<file path="src/rtl/ras_ckpt.sv">
// ras_ckpt -- return-address stack with single-level checkpoint/restore.
//
// Circular stack of DEPTH return addresses for the frontend predictor.
// Calls push, returns pop, and a mispredict recovery rolls the stack back
// to the state captured at the checkpointed branch. When the stack is full,
// a push overwrites the oldest entry and an overflow pulse is raised. A pop
// on an empty stack raises an underflow pulse.
//
// Ports:
//   clk_i        clock, rising edge
//   rst_i        asynchronous active-high reset
//   flush_i      discard stack and checkpoint (highest priority)
//   push_i       push data_i
//   pop_i        pop top of stack
//   data_i       return address to push
//   ckpt_i       capture checkpoint of pre-update state
//   restore_i    roll back to checkpoint
//   data_o       top-of-stack entry (valid or not)
//   valid_o      stack non-empty
//   count_o      live entries, 0..DEPTH
//   overflow_o   one-cycle pulse: oldest entry overwritten
//   underflow_o  one-cycle pulse: pop while empty
module ras_ckpt #(
  parameter  int DEPTH = 4,
  parameter  int VLEN  = 32,
  localparam int CntW  = $clog2(DEPTH + 1)
) (
  input  logic            clk_i,
  input  logic            rst_i,
  input  logic            flush_i,
  input  logic            push_i,
  input  logic            pop_i,
  input  logic [VLEN-1:0] data_i,
  input  logic            ckpt_i,
  input  logic            restore_i,
  output logic [VLEN-1:0] data_o,
  output logic            valid_o,
  output logic [CntW-1:0] count_o,
  output logic            overflow_o,
  output logic            underflow_o
);

  localparam int PtrW = $clog2(DEPTH);

  logic [VLEN-1:0] r_entry [DEPTH];
  logic [PtrW-1:0] r_tos;
  logic [CntW-1:0] r_count;
  logic [PtrW-1:0] r_ck_tos;
  logic [CntW-1:0] r_ck_count;
  logic [VLEN-1:0] r_ck_top;
  logic            r_ck_valid;
  logic            r_overflow;
  logic            r_underflow;

  logic [PtrW-1:0] w_tos_nxt;
  logic [CntW-1:0] w_count_nxt;
  logic            w_wr_en;
  logic [PtrW-1:0] w_wr_idx;
  logic [VLEN-1:0] w_wr_data;
  logic            w_ovf_nxt;
  logic            w_udf_nxt;
  logic            w_ck_cap;
  logic            w_ck_clr;
  logic [PtrW-1:0] w_tos_inc;
  logic [PtrW-1:0] w_tos_dec;

  // Explicit wrap so non-power-of-two depths work.
  function automatic logic [PtrW-1:0] f_inc(input logic [PtrW-1:0] p);
    return (p == PtrW'(DEPTH - 1)) ? '0 : p + PtrW'(1);
  endfunction

  function automatic logic [PtrW-1:0] f_dec(input logic [PtrW-1:0] p);
    return (p == '0) ? PtrW'(DEPTH - 1) : p - PtrW'(1);
  endfunction

  assign w_tos_inc = f_inc(r_tos);
  assign w_tos_dec = f_dec(r_tos);

  always_comb begin
    w_tos_nxt   = r_tos;
    w_count_nxt = r_count;
    w_wr_en     = 1'b0;
    w_wr_idx    = r_tos;
    w_wr_data   = data_i;
    w_ovf_nxt   = 1'b0;
    w_udf_nxt   = 1'b0;
    w_ck_cap    = 1'b0;
    w_ck_clr    = 1'b0;

    if (flush_i) begin
      w_tos_nxt   = '0;
      w_count_nxt = '0;
      w_ck_clr    = 1'b1;
    end else if (restore_i) begin
      if (r_ck_valid) begin
        // Only the checkpointed top entry can have been overwritten by
        // speculative pushes before the next pop below it, so it alone is
        // restored.
        w_tos_nxt   = r_ck_tos;
        w_count_nxt = r_ck_count;
        w_wr_en     = 1'b1;
        w_wr_idx    = r_ck_tos;
        w_wr_data   = r_ck_top;
      end else begin
        w_count_nxt = '0;
      end
    end else begin
      w_ck_cap = ckpt_i;
      if (push_i && pop_i) begin
        // Return-then-call: replace the top in place.
        w_wr_en     = 1'b1;
        w_wr_idx    = r_tos;
        w_count_nxt = (r_count == '0) ? CntW'(1) : r_count;
      end else if (push_i) begin
        w_tos_nxt = w_tos_inc;
        w_wr_en   = 1'b1;
        w_wr_idx  = w_tos_inc;
        if (r_count == CntW'(DEPTH)) begin
          w_ovf_nxt = 1'b1;
        end else begin
          w_count_nxt = r_count + CntW'(1);
        end
      end else if (pop_i) begin
        if (r_count != '0) begin
          w_tos_nxt   = w_tos_dec;
          w_count_nxt = r_count - CntW'(1);
        end else begin
          w_udf_nxt = 1'b1;
        end
      end
    end
  end

  always_ff @(posedge clk_i or posedge rst_i) begin
    if (rst_i) begin
      for (int i = 0; i < DEPTH; i++) begin
        r_entry[i] <= '0;
      end
      r_tos       <= '0;
      r_count     <= '0;
      r_ck_tos    <= '0;
      r_ck_count  <= '0;
      r_ck_top    <= '0;
      r_ck_valid  <= 1'b0;
      r_overflow  <= 1'b0;
      r_underflow <= 1'b0;
    end else begin
      r_tos       <= w_tos_nxt;
      r_count     <= w_count_nxt;
      r_overflow  <= w_ovf_nxt;
      r_underflow <= w_udf_nxt;
      if (w_wr_en) begin
        r_entry[w_wr_idx] <= w_wr_data;
      end
      if (w_ck_clr) begin
        r_ck_valid <= 1'b0;
      end else if (w_ck_cap) begin
        r_ck_tos   <= r_tos;
        r_ck_count <= r_count;
        r_ck_top   <= r_entry[r_tos];
        r_ck_valid <= 1'b1;
      end
    end
  end

  assign data_o      = r_entry[r_tos];
  assign valid_o     = (r_count != '0);
  assign count_o     = r_count;
  assign overflow_o  = r_overflow;
  assign underflow_o = r_underflow;

endmodule
</file>
<file path="config.mk">
export PLATFORM = sky130hd
export DESIGN_NAME = ras_ckpt
export DESIGN_NICKNAME = d
export VERILOG_FILES = /design/src/rtl/ras_ckpt.sv
export SDC_FILE = /design/constraint.sdc
export NUM_CORES = 1
export LEC_CHECK = 0
export ABC_AREA = 1
export BUFFER_PORTS_ARGS = -buffer_cell sky130_fd_sc_hd__buf_2
export CAP_MARGIN = 20
export CORE_MARGIN = 10
export CORE_UTILIZATION = 55
export CTS_CLUSTER_SIZE = 14
export DETAILED_ROUTE_END_ITERATION = 8
export PLACE_DENSITY = 0.75
export SETUP_SLACK_MARGIN = 0.5
export SYNTH_ARGS = -nofsm -noshare
export SYNTH_HDL_FRONTEND = slang
export SYNTH_SLANG_ARGS = --single-unit
</file>
<file path="constraint.sdc">
create_clock -name clk_i -period 13.6 [get_ports clk_i]
set_input_delay 0.68 -clock clk_i [delete_from_list [all_inputs] [get_ports clk_i]]
set_output_delay 0.68 -clock clk_i [all_outputs]
set_load 0.01 [all_outputs]
</file>
Word level (Yosys, flattened, before mapping)
Cells that the tools add are included.

storage, ports and cells
  flip-flop bits (word level) = 173
  input port bits = 39
  output and inout bits = 38

operators by class
  muxes and demuxes = 52
  equality and inequality tests = 5
  add/subtract/negate cells = 4
  $lt $le $gt $ge = 3
  reduce and logical (&&, ||, !) cells = 13
  bitwise gates (word level) = 3

operators with widths
  operator                                                                  number
  32-bit 2-to-1 mux                                                         6
  128-bit bitwise mux                                                       1
  32-bit binary-select mux with 2-bit select                                1
  32-bit demux with 2-bit select                                            1
  3-bit 2-to-1 mux                                                          9
  2-bit 2-to-1 mux                                                          13
  1-bit 2-to-1 mux                                                          21
  5-bit nonzero test                                                        2
  4-bit nonzero test                                                        2
  3-bit greater-or-equal comparator (second input constant)                 2
  2-bit NOT with 3-bit output                                               2
  5-bit inequality test (second input constant)                             1
  4-bit by 3-bit inequality test with 1-bit output (second input constant)  1
  4-bit AND reduction                                                       1
  3-bit by 1-bit adder with 3-bit output (second input constant)            1
  3-bit == test (second input constant)                                     1
  3-bit zero test                                                           1
  3-bit by 1-bit < comparator with 1-bit output (second input constant)     1
  3-bit inequality test (second input constant)                             1
  3-bit AND reduction                                                       1
  3-bit nonzero test                                                        1
  3-bit by 1-bit subtractor with 3-bit output (second input constant)       1
  2-bit by 1-bit adder with 2-bit output (second input constant)            1
  2-bit == test (second input constant)                                     1
  6 further kinds                                                           7

Depth between registers and ports, before layout
Gate-level depths: netlist of run 1.

  depth in word-level cells = 12
  depth in mapped cells = 11
  mapped depth without buffers = 9

Least setup slack after synthesis of run 1
No wires, ideal clock.

  path type = register to output
  from = reg r_tos[1]
  to = out data_o[13]
  buffers on the path = 2
  arrival time = 1269 ps
  slack = 11651 ps
  cell stages (with the launch flop) = 6
  cells stage by stage = dfrtp_1 > buf_4 > nor2_1 > clkbuf_1 > a22oi_1 > nand3_1

between the ends
  cells in the longest elaborated chain, start to end = 4

ends and longest elaborated chain
  what                                                   line  text
  from (decl)                                            46    logic [PtrW-1:0] r_tos;
  from (signal assigned)                                 148   r_tos <= w_tos_nxt;
  2-bit NOT with 3-bit output (implied by the code)      166   assign data_o = r_entry[r_tos];
  32-bit binary-select mux with 2-bit select             166
  32-bit 2-to-1 mux (implied by the code) (2 in series)  166
  to (decl)                                              36    output logic [VLEN-1:0] data_o,

No other way between the ends. The select of a mux whose other input is x is not followed.

Worst setup path after layout of run 1
  from = reg r_tos[0]
  to = reg r_entry[12] (netlist name)

between the ends
  cells in the longest elaborated chain, start to end = 12

ends and longest elaborated chain
  what                                                                                                                             line  text
  2-bit by 1-bit adder with 2-bit output / 2-bit == test (equally long branches)                                                   69    return (p == PtrW'(DEPTH - 1)) ? '0 : p + PtrW'(1);
  2-bit 2-to-1 mux                                                                                                                 69
  2-bit 2-to-1 mux                                                                                                                 114   end else if (push_i) begin
  2-bit 2-to-1 mux                                                                                                                 109   if (push_i && pop_i) begin
  2-bit 2-to-1 mux                                                                                                                 94    end else if (restore_i) begin
  2-bit 2-to-1 mux (*)                                                                                                             90    if (flush_i) begin
  2-bit NOT with 3-bit output (implied by the code) (*)                                                                            153   r_entry[w_wr_idx] <= w_wr_data;
  3-bit greater-or-equal comparator (implied by the code) / 3-bit by 1-bit < comparator with 1-bit output (equally long branches)  153
  1-bit logical AND (implied by the code)                                                                                          153
  32-bit 2-to-1 mux (implied by the code)                                                                                          153
  32-bit demux with 2-bit select (*)                                                                                               153
  128-bit bitwise mux (*)                                                                                                          153
  to (signal, indexed assignment)                                                                                                  153
  to (decl)                                                                                                                        45    logic [VLEN-1:0] r_entry [DEPTH];

Mark *: on every way between the ends. The rest lies on a longest branch, timed or not.
A chain may end at the register's enable or synchronous reset.

==> results of run 1 <==
-- final cells by class --
type / instances / area [sq um]
clock buffers: 22 / 474
clock inverters: 10 / 138
fillers: 1331 / 5370
inverters: 50 / 193
multi-input cells: 750 / 3290
flip-flops and latches: 173 / 4330
well taps: 184 / 230
repair buffers: 90 / 505
-- per-layer routing --
metal,vias up,track usage
met4,0,0.0667
li1,3423,-
met5,-,0
met1,3311,0.272
met3,19,0.0431
met2,208,0.333
-- power by group through the flow --
| stage | logic [mW] | registers [mW] | clock network [mW] |
|---|---|---|---|
| floorplan | 0.301 | 0.780 | 0 |
| global placement | 0.396 | 0.799 | 0 |
| detailed placement | 0.409 | 0.802 | 0 |
| CTS | 0.411 | 0.797 | 0.509 |
| global route | 0.476 | 0.821 | 0.530 |
| finish | 0.406 | 0.799 | 0.504 |
-- how the worst min path moves through the flow --
stage                                 start                  endpoint  slack, ns  cells after the start
floorplan            r_entry[0]$_DFFE_PP0P_    r_entry[0]$_DFFE_PP0P_       0.44                      2
global placement    r_entry[95]$_DFFE_PP0P_   r_entry[95]$_DFFE_PP0P_       0.45                      2
detailed placement  r_entry[72]$_DFFE_PP0P_   r_entry[72]$_DFFE_PP0P_       0.46                      2
CTS                                   rst_i  r_entry[119]$_DFFE_PP0P_       0.35                      2
global route                          rst_i  r_entry[119]$_DFFE_PP0P_       0.37                      2
finish                                rst_i  r_entry[119]$_DFFE_PP0P_       0.33                      2
-- registers in the layout (all words and copies together), names as in the netlist, 2 cells and up --
register,count
count_o,3
r_ck_count,3
r_ck_top,32
r_ck_tos,2
r_entry,128
r_tos,2
-- kinds of logic after synthesis --
family,Yosys count,share of synthesized area
xor+xnor,1,0.00107
buf+inv,117,0.0700
flops,173,0.530
compound gates,99,0.0665
fa+ha+maj,1,0.00245
simple gates,649,0.330
-- placed cells by master (no fill, tap or decap), drive strengths merged, types with 14 or more instances in the layout --
master,Yosys,layout
nand2,460,460
dfrtp,173,173
nand3,157,157
buf,43,90
o21ai,74,74
inv,49,49
clkbuf,24,22
a22oi,19,19
nor2,16,16
nand4,14,14
==> results.ini, run 1 <==
[route]
top_layer = met4
first_iter_violations = 698
wl_met1_um = 9030
drc_errors = 0
wl_met2_um = 9580
routed_via_density = 5.44
wl_met3_um = 1170
postRouteAntennaNets = 0
dr_total_vias = 6961
totalWireLength_um = 20000
firstDrtPassIters = 5
post_drt_wl_per_cell_um = 15.7

[setup_path]
required_ns = 13.92
critical_path_class = reg2reg
start_kind = flip-flop
r2r_setup_slack_ns = 10.08
critPathMaxFanout = 43
path_common_cell = nand2_1
path_buf_inv = 3
crit_end = r_entry[12]$_DFFE_PP0P_
max_stage_delay_ns = 0.74
r2r-end = r_entry[12]$_DFFE_PP0P_
crit_arrival_ns = 3.84
r2r_cells = 11
path_delay_family = simple AND/OR/NAND/NOR gates
startpoint = r_tos[0]$_DFFE_PP0P_
crit_chain = inv_2 -> nor2_4 -> nand2_1 -> nand3_1 -> nand2_1 -> nand2_2 -> buf_4 -> nand2_1 -> buf_4 -> nand2_1 -> nand2_1
r2r-start = r_tos[0]$_DFFE_PP0P_
crit_slowest_cell = nor2_4
cp-end-kind = flip-flop
crit_cells = 11

[finish]
area_growth_syn_to_layout_pct = 12.2
final_area_sq_um = 9160
diodes = 0
layout-drive-gt1-share = 0.120
nets = 1122
final_util = 0.630
final_cells = 1279

[power]
internal_power_mw = 1.15
p_seq_frac = 0.468
power_frac_comb = 0.238
pwr_density_cell_nw_per_um2 = 186
swShare = 0.325
switchingPower_uw = 556
irDropWorstVdd_mv = 0.122
p_leak_nw = 4.84
p_clk_frac = 0.295
p_total_mw = 1.71

[synthesis]
synth.avg_cell_area_sq_um = 7.85
postSynthNetCount = 1080
ys_ff_latch = 173
synth_seq_area_share = 0.530
synthCells = 1040
synth_area_leader_cell = dfrtp_1
synth_area_sq_um = 8160
post-synth-top-count-cell = nand2_1
ys_top_cells_by_count = nand2_1, dfrtp_1, nand3_1, o21ai_0, inv_1
async_flop_share = 1.00
yosysUniqueCellTypes = 23
synth_top_area_share = 0.530
synth_ff_type = dfrtp_1
synth_edf_count = 0
ys_warn_count = 0
netlist_top_cells_area = dfrtp_1, nand2_1, nand3_1

[global_routing]
grt_pass1_wl_um = 34300
grt_pass1_vias = 6889
grt_max_degree = 67
overflow = 0
track_usage = 0.207
antenna_found_initial = 0

[min_path]
hold_path_class = in2async

[placement]
dp_slack_ns = 10.13
placement.cell_area_sq_um = 8520
place_inst = 1246
globalplace.congestion = 0.833
port_buffers = 76
dp_hpwl_um = 12200

[floorplan]
fp-row-count = 44
die-area_sq_um = 20100
start_util = 0.562
io_pins = 77
die_h_um = 142
die_x_um = 142
core_sq_um = 14500

[timing]
slew_headroom = 0.353
setup_violations = 0
hold_ws_ns = 0.326
rsz0062_at_grt = no
worstMarginPinSlew_ns = 0.969
finalMaxSlewViolations = 0
setup_ws_ns = 10.08
hold_viol = 0
skew_ns = 0.00673
fin_crit_ns = 3.52
fin_tns_setup_ns = 0
period_share = 0.259
fmax_mhz = 284

[status]
status = complete, no violations

[cts]
cts_max_level = 4
clock_path_buffers = 2
postCtsHoldBufs = 0
cts_root_buf = clkbuf_16
clock-sinks = 173
cts_tree = yes
clk_latency_ns = 0.43
cts.clk_slew.worst_paths_ns = 0.07
cts-resized-gates = 0
numCtsBuffers = 17
cts_setup_buffers = 0

[run]
maxCapViolations = 0

No activity file was read; power rests on OpenSTA's default activity.
==> inputs of run 2 (changes only) <==
--- a/config.mk
+++ b/config.mk
@@ -9,10 +9,10 @@
 export BUFFER_PORTS_ARGS = -buffer_cell sky130_fd_sc_hd__buf_2
 export CAP_MARGIN = 20
 export CORE_MARGIN = 10
-export CORE_UTILIZATION = 55
+export CORE_UTILIZATION = 54
 export CTS_CLUSTER_SIZE = 14
 export DETAILED_ROUTE_END_ITERATION = 8
-export PLACE_DENSITY = 0.75
+export PLACE_DENSITY = 0.77
 export SETUP_SLACK_MARGIN = 0.5
 export SYNTH_ARGS = -nofsm -noshare
 export SYNTH_HDL_FRONTEND = slang
==> constraint.sdc (replaced) <==
create_clock -name clk_i -period 2.84 [get_ports clk_i]
set_input_delay 0.142 -clock clk_i [delete_from_list [all_inputs] [get_ports clk_i]]
set_output_delay 0.142 -clock clk_i [all_outputs]
set_load 0.01 [all_outputs]
==> run 2 against run 1 <==
Against the previous run: clock skew about the same; non-clock buffer count increased by 22; global-route usage increased by 1.1 points; routed wire length increased by 5.8%; sequential power increased to 4.8 times the previous value; register-to-register slack got worse by 9.3 ns; first-iteration DRC count increased by 12%; worst setup slack got worse by 9.4 ns.
==> results.ini, run 2 (synthesized netlist as in run 1, its figures left out) <==
[finish]
top_regs = r_entry: 128 flops, r_ck_top: 32 flops  ; unchanged
final_area_sq_um = 9360  ; was 9160 sq um
diodes = 0  ; unchanged
layout_commonest_cell = nand2_1  ; unchanged
largest_reg_flops = 128  ; unchanged
nets = 1144  ; was 1122
final_util = 0.637  ; was 0.630
area_growth_syn_to_layout_pct = 14.6  ; was 12.2%
layout-drive-gt1-share = 0.141  ; was 0.120
largest-register = r_entry  ; unchanged
nFillCells = 1254  ; was 1331
layout_common_cells = nand2_1, dfrtp_1, nand3_1  ; unchanged

[cts]
cts.clk_slew.worst_paths_ns = 0.07  ; about the same
clock_path_buffers = 2  ; unchanged
cts_max_level = 4  ; unchanged
clk_latency_ns = 0.43  ; about the same
numCtsBuffers = 17  ; unchanged
cts_tree = yes  ; unchanged
cts_root_buf = clkbuf_16  ; unchanged
clock-sinks = 173  ; unchanged

[min_path]
hold_path_class = in2reg  ; was in2async
hold_path.startpoint = flush_i
holdPathStages = 2
hold_end = r_ck_valid$_DFFE_PP0P_

[timing]
setup_violations = 0  ; unchanged
fmax_mhz = 459
hold_viol = 0  ; unchanged
slew_headroom = 0.478  ; was 0.353
fin_crit_ns = 2.18
fin_tns_setup_ns = 0  ; unchanged
worstMarginPinSlew_ns = 0.782  ; was 0.969 ns
rsz0062_at_grt = no  ; unchanged
finalMaxSlewViolations = 0  ; unchanged
period_share = 0.767
skew_ns = 0.00708  ; was 0.00673 ns
setup_ws_ns = 0.661  ; was 10.08 ns

[global_routing]
antenna_found_initial = 0  ; unchanged
grt_pass1_vias = 7173  ; was 6889
grt_max_degree = 57  ; was 67
grt_pass1_wl_um = 36200  ; was 34300 um
use_met3 = 0.0468  ; was 0.0431
gr-usage-met1 = 0.291  ; was 0.272
grt_most_used_layer = met2  ; unchanged
track_usage = 0.218  ; was 0.207
use_met2 = 0.347  ; was 0.333
overflow = 0  ; unchanged

[power]
pwr_density_cell_nw_per_um2 = 885  ; was 186 nW/um^2
p_seq_frac = 0.462  ; was 0.468
irDropWorstVdd_mv = 0.574  ; was 0.122 mV
swShare = 0.331  ; was 0.325
p_clk_frac = 0.292  ; was 0.295
power_frac_comb = 0.246  ; was 0.238
switchingPower_mw = 2.74  ; was 556 uW
p_leak_nw = 4.93  ; was 4.84 nW
internal_power_mw = 5.54  ; was 1.15 mW

[placement]
globalplace.congestion = 0.826  ; was 0.833
dp_slack_ns = 0.826  ; was 10.13 ns
placement.cell_area_sq_um = 8710  ; was 8520 sq um
port_buffers = 76  ; unchanged
dp_hpwl_um = 13500  ; was 12200 um

[setup_path]
path_buf_inv = 3  ; unchanged
startpoint = r_tos[0]$_DFFE_PP0P_  ; unchanged
critPathMaxFanout = 33  ; was 43
r2r-start = r_ck_valid$_DFFE_PP0P_  ; was r_tos[0]$_DFFE_PP0P_
cp-end-kind = output pin  ; was flip-flop
crit_slowest_cell = dfrtp_1  ; was nor2_4
path_delay_family = buffers and inverters  ; was simple AND/OR/NAND/NOR gates
required_ns = 2.70  ; was 13.92 ns
r2r-end = r_entry[6]$_DFFE_PP0P_  ; was r_entry[12]$_DFFE_PP0P_
crit_chain = inv_2 -> nor2_4 -> buf_4 -> a22oi_1 -> nand3_1 -> buf_2  ; was inv_2 -> nor2_4 -> nand2_1 -> nand3_1 -> nand2_1 -> nand2_2 -> buf_4 -> nand2_1 -> buf_4 -> nand2_1 -> nand2_1
r2r_setup_slack_ns = 0.74  ; was 10.08 ns
start_kind = flip-flop  ; unchanged
critical_path_class = reg2out  ; was reg2reg
max_stage_delay_ns = 0.49  ; was 0.74 ns
crit_arrival_ns = 2.04  ; was 3.84 ns
r2r_cells = 8  ; was 11

[route]
totalWireLength_um = 21200  ; was 20000 um
first_iter_violations = 783  ; was 698
drc_errors = 0  ; unchanged
post_drt_wl_per_cell_um = 16.3  ; was 15.7 um
dr_total_vias = 7237  ; was 6961
routed_via_density = 5.56  ; was 5.44
postRouteAntennaNets = 0  ; unchanged
firstDrtPassIters = 5  ; unchanged

[run]
maxCapViolations = 0  ; unchanged

[floorplan]
fp-row-count = 44  ; unchanged
die_h_um = 143  ; was 142 um
start_util = 0.555  ; was 0.562
io_pins = 77  ; unchanged
core_sq_um = 14700  ; was 14500 sq um
die_x_um = 143  ; was 142 um
die-area_sq_um = 20400  ; was 20100 sq um

[status]
status = complete, no violations  ; unchanged

[run 2: worst max path at each step]
stage,end,slack [ns],depth (start not counted)
finish,data_o[29],0.66,6
global placement,r_entry[5]$_DFFE_PP0P_,0.86,8
CTS,data_o[29],0.52,7
detailed placement,r_entry[5]$_DFFE_PP0P_,0.83,8
global route,data_o[29],0.57,6
floorplan,count_o[0]$_DFFE_PP0P_,0.49,1
[run 2: power by group through the flow]
| stage | Clock, mW | Sequential (mW) | Combinational (mW) |
|---|---|---|---|
| after floorplan | 0 | 3.73 | 1.44 |
| after global placement | 0 | 3.81 | 1.98 |
| after detailed placement | 0 | 3.83 | 2.02 |
| after CTS | 2.44 | 3.81 | 2.05 |
| after global routing | 2.54 | 3.92 | 2.36 |
| final | 2.42 | 3.83 | 2.04 |
[run 2: area by class of cell]
type / instances / area [sq um] / area share
clock buffers: 19 / 453 / 0.0484
clock inverters: 13 / 164 / 0.0175
inverters: 50 / 199 / 0.0213
multi-input cells: 750 / 3290 / 0.352
flip-flops and latches: 173 / 4330 / 0.463
well taps: 184 / 230 / 0.0246
repair buffers: 112 / 691 / 0.0738
[run 2: layer usage]
metal	share of wire	up-vias	wire, um
met1	0.44	3424	9360
met4	0.017	0	350
met5	0	-	0
li1	-	3475	-
met2	0.47	306	9990
met3	0.071	32	1500
[run 2: through the flow]
stage                     cells  total power, mW  hold slack [ns]
after floorplan            1040             5.18            0.315
after global placement     1266             5.79            0.253
after detailed placement   1266             5.86            0.252
after CTS                  1299             8.30           0.0536
after global routing       1301             8.82           0.0901
final                      1301             8.28           0.0716
[run 2: what timing repair did]
| item | 4_1_cts | 5_1_grt |
|---|---|---|
| cloned | 0 | 0 |
| setup endpoints to repair | 1 | 31 |
| hold buffers | 1 | 0 |
| buffers inserted | 0 | 2 |
| endpoints found under the hold margin | 21 | 0 |
| resized for setup | 1 | 1 |
==> inputs of run 3 (changes only) <==
--- a/config.mk
+++ b/config.mk
@@ -9,10 +9,10 @@
 export BUFFER_PORTS_ARGS = -buffer_cell sky130_fd_sc_hd__buf_2
 export CAP_MARGIN = 20
 export CORE_MARGIN = 10
-export CORE_UTILIZATION = 54
+export CORE_UTILIZATION = 55
 export CTS_CLUSTER_SIZE = 14
 export DETAILED_ROUTE_END_ITERATION = 8
-export PLACE_DENSITY = 0.77
+export PLACE_DENSITY = 0.75
 export SETUP_SLACK_MARGIN = 0.5
 export SYNTH_ARGS = -nofsm -noshare
 export SYNTH_HDL_FRONTEND = slang
==> constraint.sdc (replaced) <==
create_clock -name clk_i -period 2.3 [get_ports clk_i]
set_input_delay 0.115 -clock clk_i [delete_from_list [all_inputs] [get_ports clk_i]]
set_output_delay 0.115 -clock clk_i [all_outputs]
set_load 0.01 [all_outputs]
==> run 3 against run 2 <==
Against the previous run: die area down 1.6%; design area grew 14%; via count grew 13%; register-to-register slack got worse by 0.47 ns; core utilization grew 9.9 points; count of clock-buffer cells in the layout grew 7; clock skew increased by 0.0038 ns; first-iteration DRC count is 56% higher; clock power grew 22%; critical path type is now reg2reg; critical endpoint is now r_entry[95]$_DFFE_PP0P_.
==> results.ini, run 3 (synthesized netlist as in run 1, its figures left out) <==
[global_routing]
grt_max_degree = 54  ; was 57
overflow = 0  ; unchanged
grt_pass1_vias = 7340  ; was 7173
antenna_found_initial = 0  ; unchanged
grt_pass1_wl_um = 37300  ; was 36200 um
track_usage = 0.227  ; was 0.218

[setup_path]
crit_arrival_ns = 2.36  ; was 2.04 ns
critical_path_class = reg2reg  ; was reg2out
critPathMaxFanout = 11  ; was 33
crit_slowest_cell = dfrtp_2  ; was dfrtp_1
path_delay_family = simple AND/OR/NAND/NOR gates  ; was buffers and inverters
cp-end-kind = flip-flop  ; was output pin
max_stage_delay_ns = 0.45  ; was 0.49 ns
required_ns = 2.63  ; was 2.70 ns
start_kind = flip-flop  ; unchanged
path_buf_inv = 4  ; was 3
path_common_cell = nand2_1
crit_chain = inv_4 -> buf_4 -> nand2_1 -> nand3_2 -> nand2_2 -> nor2_4 -> nor2_4 -> buf_12 -> nand2_8 -> clkbuf_16 -> nand2_1 -> nand2_1  ; was inv_2 -> nor2_4 -> buf_4 -> a22oi_1 -> nand3_1 -> buf_2

[timing]
rsz0062_at_grt = yes  ; was no
fin_tns_setup_ns = 0  ; unchanged
slew_headroom = 0.493  ; was 0.478
worstMarginPinSlew_ns = 0.759  ; was 0.782 ns
period_share = 0.885
setup_ws_ns = 0.265  ; was 0.661 ns
finalMaxSlewViolations = 0  ; unchanged
setup_violations = 0  ; unchanged
fin_crit_ns = 2.03
fmax_mhz = 491
skew_ns = 0.0109  ; was 0.00708 ns
hold_viol = 0  ; unchanged

[finish]
largest-register = r_entry  ; unchanged
layout_common_cells = nand2_1, dfrtp_1, nand3_1  ; unchanged
layout_commonest_cell = nand2_1  ; unchanged
layout-drive-gt1-share = 0.221  ; was 0.141
top_regs = r_entry: 128 flops, r_ck_top: 32 flops  ; unchanged
diodes = 0  ; unchanged
area_growth_syn_to_layout_pct = 30.9  ; was 14.6%
largest_reg_flops = 128  ; unchanged
nets = 1189  ; was 1144

[route]
routed_via_density = 6.09  ; was 5.56
dr_total_vias = 8191  ; was 7237
drc_errors = 0  ; unchanged
firstDrtPassIters = 7  ; was 5
post_drt_wl_per_cell_um = 21.3  ; was 16.3 um
totalWireLength_um = 28600  ; was 21200 um
first_iter_violations = 1224  ; was 783
postRouteAntennaNets = 0  ; unchanged

[power]
irDropWorstVdd_mv = 0.706  ; was 0.574 mV
p_seq_frac = 0.433  ; was 0.462
switchingPower_mw = 3.90  ; was 2.74 mW
pwr_density_cell_nw_per_um2 = 1050  ; was 885 nW/um^2
swShare = 0.348  ; was 0.331
p_clk_frac = 0.264  ; was 0.292
p_leak_nw = 5.57  ; was 4.93 nW
power_frac_comb = 0.303  ; was 0.246
internal_power_mw = 7.31  ; was 5.54 mW

[floorplan]
io_pins = 77  ; unchanged
die-area_sq_um = 20100  ; was 20400 sq um
fp-row-count = 44  ; unchanged
die_x_um = 142  ; was 143 um
start_util = 0.562  ; was 0.555
die_h_um = 142  ; was 143 um
core_sq_um = 14500  ; was 14700 sq um

[placement]
port_buffers = 76  ; unchanged
dp_hpwl_um = 13200  ; was 13500 um
globalplace.congestion = 0.869  ; was 0.826
dp_slack_ns = 0.401  ; was 0.826 ns

[status]
status = complete, no violations  ; unchanged

[cts]
cts_max_level = 4  ; unchanged
clock_path_buffers = 2  ; unchanged
cts.clk_slew.worst_paths_ns = 0.07  ; about the same
cts_tree = yes  ; unchanged
numCtsBuffers = 17  ; unchanged
cts_root_buf = clkbuf_16  ; unchanged
clk_latency_ns = 0.44  ; was 0.43 ns
clock-sinks = 173  ; unchanged

[min_path]
hold_path_class = in2reg  ; unchanged

[run]
maxCapViolations = 0  ; unchanged

==> run 3: timing repair <==
item	CTS	global route
hold buffers	1	0
setup buffers	15	12
cloned	2	18
gates resized for setup	36	115
pin swaps	4	28
endpoints found under the hold margin	24	0
endpoints found under the setup margin	143	160
==> run 3: metrics by stage <==
| stage | instances | power (mW) | util | instance area (sq um) | hold slack [ns] |
|---|---|---|---|---|---|
| after detailed placement | 1266 | 7.28 | 0.605 | 8790 | 0.264 |
| final | 1345 | 11.2 | 0.735 | 10700 | 0.0625 |
| after global placement | 1266 | 7.17 | 0.605 | 8790 | 0.264 |
| after CTS | 1315 | 10.4 | 0.668 | 9710 | 0.0121 |
| after global routing | 1345 | 11.8 | 0.735 | 10700 | 0.0550 |
| after floorplan | 1040 | 6.39 | - | 8170 | 0.288 |
==> run 3: power by group through the flow <==
stage               logic [mW]  clock network, mW  registers [mW]
floorplan                 1.78                  0            4.61
global placement          2.47                  0            4.70
detailed placement        2.54                  0            4.74
CTS                       2.74               2.92            4.72
global route              3.73               3.08            4.95
finish                    3.39               2.96            4.86
==> run 3: final cells by class <==
| cell class | instances | area (sq um) |
|---|---|---|
| clock buffer | 26 | 509 |
| clock inverter | 5 | 78.8 |
| fill | 1038 | 3850 |
| inverter | 50 | 204 |
| multi-input combinational | 750 | 3590 |
| sequential | 173 | 4330 |
| tap | 184 | 230 |
| timing repair buffer | 157 | 1750 |
==> run 3: final timing paths <==
kind                       slack, ns                  endpoint  depth (start not counted)               startpoint
max                             0.27   r_entry[95]$_DFFE_PP0P_                         12     r_tos[0]$_DFFE_PP0P_
min                             0.06      overflow_o$_DFF_PP0_                          4                    pop_i
max reg2reg                     0.27   r_entry[95]$_DFFE_PP0P_                         12     r_tos[0]$_DFFE_PP0P_
min reg2reg                     0.47   r_entry[99]$_DFFE_PP0P_                          2  r_entry[99]$_DFFE_PP0P_
max in group asynchronous       1.26      r_tos[0]$_DFFE_PP0P_                          4                    rst_i
min in group asynchronous       0.36  r_entry[117]$_DFFE_PP0P_                          3                    rst_i
==> run 3: metal layers <==
metal  global-route usage  part of all wire  vias up
met1                0.301              0.36     3849
met2                0.367              0.47      593
met4               0.0694             0.054        0
met3               0.0477              0.11      166
met5                    0                 0        -
li1                     -                 -     3583
==> run 3: worst min-delay path, delay by kind of cell <==
kind          cells  cell delay (ns)
simple gates      2             0.18
buf+inv           2             0.16
